**src/rtl/addsub_rr_scheduler.sv**
```systemverilog
// Round-robin scheduler sharing one n-bit add/subtract unit between two requesters,
// with a private accumulator per requester and an id-tagged response channel.
module addsub_rr_scheduler #(
  parameter int unsigned n = 8
) (
  input  logic         Clock,
  input  logic         Reset,
  input  logic         req0_valid,
  output logic         req0_ready,
  input  logic [n-1:0] req0_a,
  input  logic [n-1:0] req0_b,
  input  logic         req0_addsub,
  input  logic         req0_acc,
  input  logic         req1_valid,
  output logic         req1_ready,
  input  logic [n-1:0] req1_a,
  input  logic [n-1:0] req1_b,
  input  logic         req1_addsub,
  input  logic         req1_acc,
  output logic         rsp_valid,
  input  logic         rsp_ready,
  output logic         rsp_id,
  output logic [n-1:0] rsp_z,
  output logic         rsp_ovf,
  output logic         rsp_cout,
  input  logic [1:0]   acc_clr,
  output logic [n-1:0] acc0,
  output logic [n-1:0] acc1,
  output logic         busy
);

  typedef enum logic [1:0] {StIdle, StExec, StResp} state_e;

  state_e r_state, w_state_next;

  logic         r_last;
  logic [n-1:0] r_a, r_b;
  logic         r_addsub, r_acc_sel, r_id;
  logic         r_rsp_valid, r_rsp_id, r_rsp_ovf, r_rsp_cout;
  logic [n-1:0] r_rsp_z, r_acc0, r_acc1;

  logic         w_any, w_grant, w_accept, w_exec;
  logic [n-1:0] w_g, w_h, w_m;
  logic [n:0]   w_sum;
  logic         w_ovf;

  // On contention the requester not served last wins.
  assign w_any   = req0_valid | req1_valid;
  assign w_grant = (req0_valid & req1_valid) ? ~r_last : req1_valid;

  always_ff @(posedge Clock or posedge Reset) begin
    if (Reset) r_state <= StIdle;
    else       r_state <= w_state_next;
  end

  always_comb begin
    w_state_next = r_state;
    unique case (r_state)
      StIdle:  if (w_accept) w_state_next = StExec;
      StExec:  w_state_next = StResp;
      StResp:  if (rsp_ready) w_state_next = StIdle;
      default: w_state_next = StIdle;
    endcase
  end

  always_comb begin
    req0_ready = (r_state == StIdle) & ~Reset & req0_valid & ~w_grant;
    req1_ready = (r_state == StIdle) & ~Reset & req1_valid & w_grant;
    w_accept   = (r_state == StIdle) & w_any;
    w_exec     = (r_state == StExec);
    busy       = (r_state != StIdle);
  end

  assign w_g   = r_acc_sel ? (r_id ? r_acc1 : r_acc0) : r_a;
  assign w_h   = r_addsub ? ~r_b : r_b;
  assign w_sum = {1'b0, w_g} + {1'b0, w_h} + {{n{1'b0}}, r_addsub};
  assign w_m   = w_sum[n-1:0];
  assign w_ovf = (w_g[n-1] & w_h[n-1] & ~w_m[n-1]) | (~w_g[n-1] & ~w_h[n-1] & w_m[n-1]);

  always_ff @(posedge Clock or posedge Reset) begin
    if (Reset) begin
      r_last      <= 1'b1;
      r_a         <= '0;
      r_b         <= '0;
      r_addsub    <= 1'b0;
      r_acc_sel   <= 1'b0;
      r_id        <= 1'b0;
      r_rsp_valid <= 1'b0;
      r_rsp_id    <= 1'b0;
      r_rsp_z     <= '0;
      r_rsp_ovf   <= 1'b0;
      r_rsp_cout  <= 1'b0;
    end else begin
      if (w_accept) begin
        r_a       <= w_grant ? req1_a : req0_a;
        r_b       <= w_grant ? req1_b : req0_b;
        r_addsub  <= w_grant ? req1_addsub : req0_addsub;
        r_acc_sel <= w_grant ? req1_acc : req0_acc;
        r_id      <= w_grant;
        r_last    <= w_grant;
      end
      if (w_exec) begin
        r_rsp_valid <= 1'b1;
        r_rsp_id    <= r_id;
        r_rsp_z     <= w_m;
        r_rsp_ovf   <= w_ovf;
        r_rsp_cout  <= w_sum[n];
      end else if ((r_state == StResp) && rsp_ready) begin
        r_rsp_valid <= 1'b0;
      end
    end
  end

  // A synchronous clear beats the EXEC write-back to the same accumulator.
  always_ff @(posedge Clock or posedge Reset) begin
    if (Reset) begin
      r_acc0 <= '0;
      r_acc1 <= '0;
    end else begin
      if (acc_clr[0])              r_acc0 <= '0;
      else if (w_exec && !r_id)    r_acc0 <= w_m;
      if (acc_clr[1])              r_acc1 <= '0;
      else if (w_exec && r_id)     r_acc1 <= w_m;
    end
  end

  assign rsp_valid = r_rsp_valid;
  assign rsp_id    = r_rsp_id;
  assign rsp_z     = r_rsp_z;
  assign rsp_ovf   = r_rsp_ovf;
  assign rsp_cout  = r_rsp_cout;
  assign acc0      = r_acc0;
  assign acc1      = r_acc1;

endmodule

```
**config.mk**
```make
export PLATFORM = sky130hd
export DESIGN_NAME = addsub_rr_scheduler
export DESIGN_NICKNAME = d
export VERILOG_FILES = /design/src/rtl/addsub_rr_scheduler.sv
export SDC_FILE = /design/constraint.sdc
export NUM_CORES = 1
export LEC_CHECK = 0
export CAP_MARGIN = 20
export CORE_ASPECT_RATIO = 1.2
export CORE_MARGIN = 2
export CORE_UTILIZATION = 25
export DETAILED_ROUTE_END_ITERATION = 12
export PLACE_DENSITY_LB_ADDON = 0.08
export SYNTH_ARGS = -nofsm -noshare
export SYNTH_HDL_FRONTEND = slang
export SYNTH_SLANG_ARGS = --single-unit
export TNS_END_PERCENT = 30
```
**constraint.sdc**
```tcl
create_clock -name Clock -period 2.5 [get_ports Clock]
set_clock_uncertainty 0.05 [all_clocks]
set_input_delay 0.375 -clock Clock [delete_from_list [all_inputs] [get_ports Clock]]
set_output_delay 0.375 -clock Clock [all_outputs]
set_load 0.05 [all_outputs]
```
Word-level counts from Yosys, hierarchy flattened
Cells that the tools add are included.
Word-level totals
  register bits after elaboration: 50
  input port bits: 43
  output and inout bits: 31
  word-level logic and storage cells: 67
Cells by class
  $add $sub $neg: 2
  equality and inequality tests: 4
  mux-type cells: 17
  bitwise gates (word level): 20
  reduce and logical (&&, ||, !) cells: 10
Operators by type and width (count)
  8-bit 2-to-1 mux: 9
  1-bit bitwise AND: 11
  8-bit by 8-bit adder with 9-bit output: 1
  9-bit by 1-bit adder with 9-bit output: 1
  8-bit NOT: 1
  2-bit nonzero test: 4
  1-bit NOT: 6
  2-bit case mux with 3 select lines: 1
  1-bit 2-to-1 mux: 5
  2-bit 2-to-1 mux: 2
  2-bit inequality test (second input constant): 2
  1-bit logical AND: 3
  2-bit by 1-bit equality test with 1-bit output (second input constant): 1
  2-bit equality test (second input constant): 1
  2-bit zero test: 1
  1-bit OR: 2
  2-bit AND reduction: 1
  1-bit zero test: 1

Longest topological paths before layout
Gate-level depths: netlist (run 1).
  depth after elaboration: 7
  gate-level depth with buffers: 11
  depth with buffers taken out: 10

Least setup slack after synthesis (run 1)
Ideal clock, no wire load.
  kind: register to output
  start point: reg r_state[1]
  end point: out req0_ready
  data arrival time: 2587 ps
  slack: -512 ps
  cell stages (with the launch flop): 4
  path through: dfrtp_1 nor2_1 inv_1 nor4b_1
Between the ends
  cells in the longest elaborated chain, start to end: 4
Ends and longest elaborated chain
  start: declaration: line 34  | state_e r_state, w_state_next;
  start signal: assignment: line 52  | if (Reset) r_state <= StIdle;
  start signal: assignment: line 53  | else r_state <= w_state_next;
  2-bit zero test: line 67  | req0_ready = (r_state == StIdle) & ~Reset & req0_valid & ~w_grant;
  1-bit bitwise AND (3 in a row): line 67
  end: declaration: line 9  | output logic req0_ready,
Every way passes these cells.

Worst setup path after layout (run 1)
  start point: reg r_id
  end point: reg r_rsp_ovf, in the netlist rsp_ovf
Between the ends
  cells in the longest elaborated chain, start to end: 7
Ends and longest elaborated chain
  start: declaration: line 38  | logic r_addsub, r_acc_sel, r_id;
  start signal: assignment: line 99  | r_id <= w_grant;
  8-bit 2-to-1 mux * (2 in a row): line 74  | assign w_g = r_acc_sel ? (r_id ? r_acc1 : r_acc0) : r_a;
  8-bit by 8-bit adder with 9-bit output: line 76  | assign w_sum = {1'b0, w_g} + {1'b0, w_h} + {{n{1'b0}}, r_addsub};
  9-bit by 1-bit adder with 9-bit output: line 76
  1-bit NOT: line 78  | assign w_ovf = (w_g[n-1] & w_h[n-1] & ~w_m[n-1]) | (~w_g[n-1] & ~w_h[n-1] & w_m[n-1]);
  1-bit bitwise AND: line 78
  1-bit OR *: line 78
  end signal: assignment: line 106  | r_rsp_ovf <= w_ovf;
  end: declaration: line 39  | logic r_rsp_valid, r_rsp_id, r_rsp_ovf, r_rsp_cout;
Mark *: on every way between the ends. The rest lies on a longest branch, timed or not.
A chain may end at the register's enable or synchronous reset.

==> results of run 1 <==
[sequential cells by signal, indices dropped and copies added (netlist names)]
signal,cells
acc0,8
acc1,8
r_a,8
r_b,8
rsp_z,8
r_state,2
r_acc_sel,1
r_addsub,1
r_id,1
r_last,1
rsp_cout,1
rsp_id,1
rsp_ovf,1
rsp_valid,1
[routing by layer]
layer  up-vias  part of all wire, %  routed length (um)
li1       1250                    -                   -
met1      1164                   44                3440
met2        56                   51                4000
met3         8                  3.5                 273
met4         0                  1.5                 115
met5         -                    0                   0
[cell families after synthesis]
group	share of synthesized area [%]
AO/OA/AOI/OAI	15.9
XOR/XNOR	3.72
adder cells (fa/ha/maj)	4.26
buffers and inverters	4.39
flip-flops	44.4
multiplexers	9.40
AND/OR/NAND/NOR	18.0
[area by class of cell]
class / instances / area share, %
multi-input combinational: 230 / 36.7
clock inverter: 1 / 0.182
clock buffer: 6 / 3.12
sequential: 50 / 30.3
inverter: 9 / 0.818
timing repair buffer: 108 / 24.9
tap: 132 / 4.00
[through the flow]
step | setup TNS (ns) | instance area, um2 | cells | hold WS (ns) | setup slack, ns
2_1_floorplan | -0.461 | 2830 | 308 | 0.395 | -0.178
3_3_place_gp | -0.0489 | 3910 | 525 | 0.406 | -0.0368
3_5_place_dp | -0.482 | 3910 | 525 | 0.412 | -0.0930
4_1_cts | 0 | 4070 | 532 | 0.428 | 0.00104
5_1_grt | -0.781 | 4130 | 536 | 0.460 | -0.105
6_report | 0 | 4130 | 536 | 0.424 | 0.0402
[Yosys cell counts, drive strengths merged]
library cell / instances
xor2: 7
clkbuf: 12
a211oi: 3
buf: 7
nand3b: 4
nand3: 1
o31ai: 4
o22a: 1
o21a: 3
and4: 2
dfrtp: 49
o21ai: 8
nor3: 5
nand2: 50
a21boi: 1
dfstp: 1
a221oi: 1
nor4: 2
nor2b: 1
nor4b: 1
mux2: 1
xnor2: 5
nor3b: 1
a21oi: 39
or3: 1
inv: 9
nand4: 3
nor2: 35
nand2b: 5
a31o: 1
a21o: 4
fa: 1
ha: 8
and3: 1
a31oi: 2
a211o: 4
mux2i: 25
[placed cells by master, fill, tap and decap left out, types with 3 or more instances in the layout]
cell type         n
o21a_1            3
xor2_1            7
inv_1             8
clkbuf_16         5
nor2_1           34
buf_12            3
mux2i_1          24
xnor2_1           5
o21ai_0           5
nand2_1          49
a21oi_1          35
nand4_1           3
a211o_1           4
nand3b_1          4
a21oi_2           3
o31ai_1           4
buf_4            34
nor3_1            5
nand2b_1          4
a21o_1            4
ha_1              8
dfrtp_1          49
clkdlybuf4s50_1  71
[worst max-delay path, cell delays in order, from the launching register on]
cell and delay, ns:
dfrtp_1 0.41, buf_12 0.15, buf_4 0.14, mux2i_1 0.24
a21oi_1 0.10, ha_1 0.35, a21o_1 0.20, a221oi_4 0.35
buf_4 0.18, a211o_1 0.09, nand4_1 0.09
[timing repair]
action	4_1_cts	5_1_grt
pin swaps	3	5
gates resized for setup	7	7
endpoints found under the hold margin	0	0
setup buffers	0	4
endpoints found under the setup margin	12	14
[worst max path at each step]
stage	start	to	slack (ns)
2_1_floorplan	acc0[0]	acc1[6]	-0.18
3_3_place_gp	r_id	rsp_cout	-0.04
3_5_place_dp	r_id	rsp_cout	-0.09
4_1_cts	r_id	rsp_z[5]	0.001
5_1_grt	r_id	rsp_ovf	-0.10
6_report	r_id	rsp_ovf	0.04
==> run metrics, run 1 <==
Via density=4.62; r2r endpoint=rsp_ovf; first-pass GRT wire length=12900 um; Routability Congestion=0.794; status=complete, no violations; ANT nets after route=0; Final setup viols=0; Final Critical Period=2.46 ns; Mean Syn Cell Area=9.16 um2; Initial Utilization=25.6%; Die Y=120 um; clock-pin transition on the worst setup and hold timing paths=0.07 ns; max frequency=0.407 GHz; crit path DAT=2.58 ns; mean routed wirelength per cell=14.6 um; leading area contributor after synthesis=dfrtp_1; cts hold-fix bufs=0; # rows=42; Rel. slew slack=57.6%; worst-skew pair later-pin latency=0.29 ns; Max clock buf depth=2; unique cell type count in the Yosys netlist=42; CTS root buf=clkbuf_16; initial antenna violation count=0; WHS Path Cells=2; Mapped Area=2820 um2; register area share after synthesis=44.4%; grt total ovfl=0; critical path class=reg -> reg; Worst Hold End=rsp_z[4]; launch point of the worst reg-to-reg path=r_id; DRT Pass-1 Iters=4; Mapped Cells=308; vias in the first global route=2537; die area=12200 um2; Reg area=1250 um2; Post-Route WL=7830 um; fin crit share=98.4%; GRT busiest layer=met2; DRC=0; depth of the most critical reg-to-reg path=10; TritonCTS buffer count=5; GRT Util Overall=13.7%; met3 usage=2.49%; unrepaired setup endpoints after global routing=true; Max Slew Vio Count=0; flop2flop setup slack=0.04 ns; hold crit path type=reg -> reg; Iter 0 DRT Violations=60; Num Clock Sinks=50; max_cap viols=0; I/O Pins=74; met2 usage=23.9%; Die Wd=101 um; FILL cells=1143; CORE AREA=11000 um2; DP HPWL=6200 um; Hold Fails Final Rpt=0; M1 GR Usage=16.7%; area delta synth->final=46.2%; Multi-input gate area=1510 um2; Synth top area share=43.4%; via count=2478; Mapped Nets=360; critical hold path startpoint=rsp_z[4]; largest net degree at the start of global routing=51; #FFs+latches synth=50; fin util=37.4%; Critical Path Fanout Max=6; top post-synthesis cells by area=dfrtp_1 43%, mux2i_1 8.9%, a21oi_1 6.9%, nand2_1 6.6%, nor2_1 4.7%; Buffers on Ports=73; H-tree levels=2; Worst-Margin Slew=0.635 ns; # diodes=0; crit end category=flip-flop; # nets final=456; Critical Path Source Type=flip-flop; layout cells sized above 1=16.1%; WP data required=2.62 ns; CTS tree=done; synth warn=0
Power of run 1 is left out: the tool's default activity adds up to more than one toggle a clock period on the data nets, which glitch-free logic cannot reach.
==> run 2, diff against run 1 <==
Settings changed: CORE_ASPECT_RATIO 1.2 to 1.4.
==> run 2 against run 1 <==
Against the previous run:
- the run now ends with negative setup slack left
- register-to-register slack got worse by 0.07 ns
- via count increased by 1.9%
- die area about the same
- critical endpoint unchanged
- highest routed layer unchanged
==> run metrics, run 2 (synthesized netlist as in run 1, its figures left out) <==
# nets final=460 (+0.88%); Post-Layout Cell Count=548 (+2.2%); Hold Fails Final Rpt=0 (unchanged); Iter 0 DRT Violations=55 (-8.3%); flop2flop setup slack=-0.03 ns (-0.07 ns); unrepaired setup endpoints after global routing=true; CTS tree=done; layout cells sized above 1=19.4% (+3.3 points); placed insts=536 (+2.1%); critical path class=reg -> reg; via count=2526 (+1.9%); clock-pin transition on the worst setup and hold timing paths=0.07 ns (about the same); crit end category=flip-flop; mean routed wirelength per cell=14.3 um (-2.2%); met3 usage=2.42% (-0.061 points); met2 usage=23.9% (about the same); I/O Pins=74 (unchanged); area delta synth->final=50.9%; Buffers on Ports=73 (unchanged); Place WS=-0.114 ns (-0.0209 ns); H-tree levels=2 (unchanged); vias in the first global route=2451 (-3.4%); die area=12200 um2 (about the same); Via density=4.61 (-0.30%); DRC=0 (unchanged); Post-Route WL=7830 um (unchanged); leading cell type in the layout, fill and taps excluded=clkdlybuf4s50_1; launch point of the worst reg-to-reg path=r_id; CTS root buf=clkbuf_16; Max Slew Vio Count=0 (unchanged); Rel. slew slack=56.4% (-1.3 points); Critical Path Fanout Max=4 (-2); max frequency=0.395 GHz (-2.7%); commonest cells after routing, fill and taps aside=71 x clkdlybuf4s50_1, 49 x dfrtp_1, 48 x nand2_1; cts hold-fix bufs=0 (unchanged); Routability Congestion=0.762 (-4.0%); max_cap viols=0 (unchanged); Max clock buf depth=2 (unchanged); # rows=45 (+7.1%); Final setup viols=2 (+2); Die Wd=93.8 um (-7.1%); Die Y=130 um (+7.7%); largest net degree at the start of global routing=51 (unchanged); initial antenna violation count=0 (unchanged); Num Clock Sinks=50 (unchanged); Worst-Margin Slew=0.655 ns (+0.0191 ns); fin crit share=101% (+2.7 points); first-pass GRT wire length=12600 um (-2.1%); hold crit path type=reg -> reg; DRT Pass-1 Iters=4 (unchanged); worst-skew pair later-pin latency=0.30 ns (about the same); # diodes=0 (unchanged); Critical Path Source Type=flip-flop; Final WS setup=-0.0285 ns (-0.0687 ns); Final Critical Period=2.53 ns (+0.0687 ns); WP data required=2.62 ns (about the same); CORE AREA=10900 um2 (-1.0%); status=finished, violations left; Worst Setup SP=r_id; failing checks=negative setup slack; ANT nets after route=0 (unchanged); TritonCTS buffer count=5 (unchanged); M1 GR Usage=15.9% (-0.71 points); grt total ovfl=0 (unchanged); GRT busiest layer=met2; Initial Utilization=25.8% (+0.26 points); critical hold path startpoint=rsp_id; GRT Util Overall=13.4% (-0.27 points); crit path DAT=2.65 ns (+0.07 ns); DP HPWL=6120 um (-1.3%)
run 2: cell count changes in the layout (fill, tap and decap cells not counted), sizes merged:
cell	delta
buf	+4
clkinvlp	-1
run 2: layout make-up:
class	count	area (um2)
Multi-Input combinational cell	230	1590
Sequential cell	50	1250
Tap cell	141	176
Fill cell	1124	6660
Clock buffer	6	139
Inverter	9	33.8
Timing Repair Buffer	112	1060
run 2: worst max-delay path: stages (launching register included):
cell	delay, ns
dfrtp_1	0.41
buf_6	0.14
mux2i_2	0.23
a21oi_1	0.10
ha_1	0.33
buf_4	0.17
a21oi_4	0.16
nand3_4	0.10
a221oi_4	0.37
buf_4	0.18
a211o_1	0.09
nand4_1	0.09
run 2: metrics by stage:
| step | setup TNS, ns | hold slack [ns] | cell area [um2] | utilization (%) |
|---|---|---|---|---|
| floorplan | -0.461 | 0.395 | 2830 | - |
| global placement | -0.130 | 0.411 | 3930 | 36.0 |
| finish | -0.0312 | 0.423 | 4260 | 39.0 |
| CTS | -0.0263 | 0.432 | 4190 | 38.3 |
| global route | -0.871 | 0.461 | 4260 | 39.0 |
| detailed placement | -0.593 | 0.415 | 3930 | 36.0 |
run 2: final timing paths:
check                           endpoint  cells past startpoint
worst max-delay path             rsp_ovf                     11
worst min-delay path              rsp_id                      2
worst max register to register   rsp_ovf                     11
worst min register to register    rsp_id                      2
max in group asynchronous        acc0[7]                      3
min in group asynchronous         r_b[2]                      3
run 2: timing repair:
item	4_1_cts	5_1_grt
gates resized for setup	17	13
endpoints found under the setup margin	12	12
endpoints found under the hold margin	0	0
buffers inserted	5	1
pin swaps	11	10
run 2: metal layers:
layer / up-vias / wire length [um] / part of all wire (%)
met5: - / 0 / 0
met4: 0 / 126 / 1.6
met3: 6 / 329 / 4.2
met2: 63 / 4100 / 52
met1: 1194 / 3280 / 42
li1: 1263 / - / -
Power of run 2 is left out for the same reason.
==> run 3, diff against run 2 <==
==> constraint.sdc (replaced) <==
create_clock -name Clock -period 2.5 [get_ports Clock]
set_clock_uncertainty 0.05 [all_clocks]
set_input_delay 0.5 -clock Clock [delete_from_list [all_inputs] [get_ports Clock]]
set_output_delay 0.5 -clock Clock [all_outputs]
set_load 0.05 [all_outputs]
==> run 3 against run 2 <==
Against the previous run:
- the flow still finishes with violations (negative setup slack)
- wire length down 0.32%
- maximum frequency down 0.63%
- critical path depth down 1
- setup slack worse by 0.016 ns
==> run metrics, run 3 (synthesized netlist as in run 1, its figures left out) <==
GRT Util Overall=13.2% (-0.23 points); Place WS=-0.106 ns (+0.00774 ns); commonest cells after routing, fill and taps aside=71 x clkdlybuf4s50_1, 49 x nand2_1, 49 x dfrtp_1; Rel. slew slack=55.6% (-0.72 points); Num Clock Sinks=50 (unchanged); Post-Route Setup TNS=-0.0687 ns (-0.0375 ns); placed cell area=3940 um2 (+0.19%); Final WS setup=-0.0444 ns (-0.0159 ns); Iter 0 DRT Violations=101 (+84%); cts hold-fix bufs=0 (unchanged); Via density=4.52 (-2.0%); H-tree levels=2 (unchanged); I/O Pins=74 (unchanged); Die Y=130 um (unchanged); Final setup viols=5 (+3); layout cells sized above 1=17.8% (-1.6 points); CTS root buf=clkbuf_16; die area=12200 um2 (unchanged); crit path DAT=2.67 ns (+0.02 ns); crit end category=flip-flop; critical path class=reg -> reg; Worst-Margin Slew=0.665 ns (+0.0109 ns); post-route cell area=4210 um2 (-1.1%); max_cap viols=0 (unchanged); first-pass GRT wire length=12400 um (-1.9%); Routability Congestion=0.760 (-0.20%); # nets final=456 (-0.87%); Final Critical Period=2.54 ns (+0.0159 ns); Critical Path Fanout Max=5 (+1); Buffers on Ports=73 (unchanged); TritonCTS buffer count=5 (unchanged); Critical Path Source Type=flip-flop; initial antenna violation count=0 (unchanged); vias in the first global route=2402 (-2.0%); hold crit path type=reg -> reg; clock-pin transition on the worst setup and hold timing paths=0.07 ns (about the same); DP HPWL=6130 um (about the same); FILL cells=1132 (+0.71%); CORE AREA=10900 um2 (unchanged); largest net degree at the start of global routing=51 (unchanged); fin crit share=102% (+0.64 points); fin util=38.5% (-0.45 points); DRT Pass-1 Iters=4 (unchanged); CTS tree=done; Multi-input gate area=1550 um2 (-2.6%); area delta synth->final=49.2%; Max Slew Vio Count=0 (unchanged); failing checks=negative setup slack; Die Wd=93.8 um (unchanged); # diodes=0 (unchanged); # rows=45 (unchanged); Hold Fails Final Rpt=0 (unchanged); mean routed wirelength per cell=14.3 um (about the same); max frequency=0.393 GHz (-0.63%); worst-skew pair later-pin latency=0.30 ns (about the same); Post-Route WL=7810 um (-0.32%); DRC=0 (unchanged); status=finished, violations left; Initial Utilization=25.8% (unchanged); unrepaired setup endpoints after global routing=true; Reg area=1250 um2 (unchanged); grt total ovfl=0 (unchanged); via count=2466 (-2.4%); Max clock buf depth=2 (unchanged); ANT nets after route=0 (unchanged); leading cell type in the layout, fill and taps excluded=clkdlybuf4s50_1; WP data required=2.62 ns (about the same)
## run 3: metal layers
metal	wire length [um]	track usage, %	part of all wire (%)	vias up
met5	0	0	0	-
met4	121	4.60	1.5	0
met3	277	2.25	3.5	6
met2	4100	23.4	53	57
met1	3300	15.9	42	1142
li1	-	-	-	1261
## run 3: area by class of cell
type	count	area share [%]
Inverter	9	0.802
Clock inverter	3	0.951
Sequential cell	50	29.7
Clock buffer	5	2.97
Tap cell	141	4.19
Timing Repair Buffer	108	24.5
Multi-Input combinational cell	230	36.9
## run 3: timing repair
| action | 4_1_cts | 5_1_grt |
|---|---|---|
| setup buffers | 1 | 0 |
| pin swaps | 5 | 3 |
| resized for setup | 6 | 14 |
| gates cloned | 0 | 0 |
| endpoints found under the setup margin | 12 | 12 |
## run 3: worst paths after layout
path                            startpoint          to  slack [ns]  cells after the start
worst max register to register        r_id    rsp_z[5]       -0.04                     10
worst min register to register      rsp_id      rsp_id        0.42                      2
worst min-delay path                rsp_id      rsp_id        0.42                      2
worst max-delay path                  r_id    rsp_z[5]       -0.04                     10
max in group asynchronous            Reset     acc0[5]        1.24                      3
min in group asynchronous            Reset  r_state[0]        0.71                      3
## run 3: metrics by stage
stage                     std cells  hold WS [ns]
after global placement          537         0.411
after floorplan                 308         0.446
after global routing            546         0.454
after CTS                       546         0.432
final                           546         0.422
after detailed placement        537         0.415
## run 3: critical path, stage by stage, from the launching register on
cell and delay [ns]:
dfrtp_1 0.42, buf_6 0.15, mux2i_1 0.20, a21oi_1 0.09
ha_1 0.35, nand2_1 0.07, a211o_1 0.26, a31oi_2 0.21
o21ai_2 0.10, nor3b_1 0.14, or3_1 0.37
Power of run 3 is left out for the same reason.
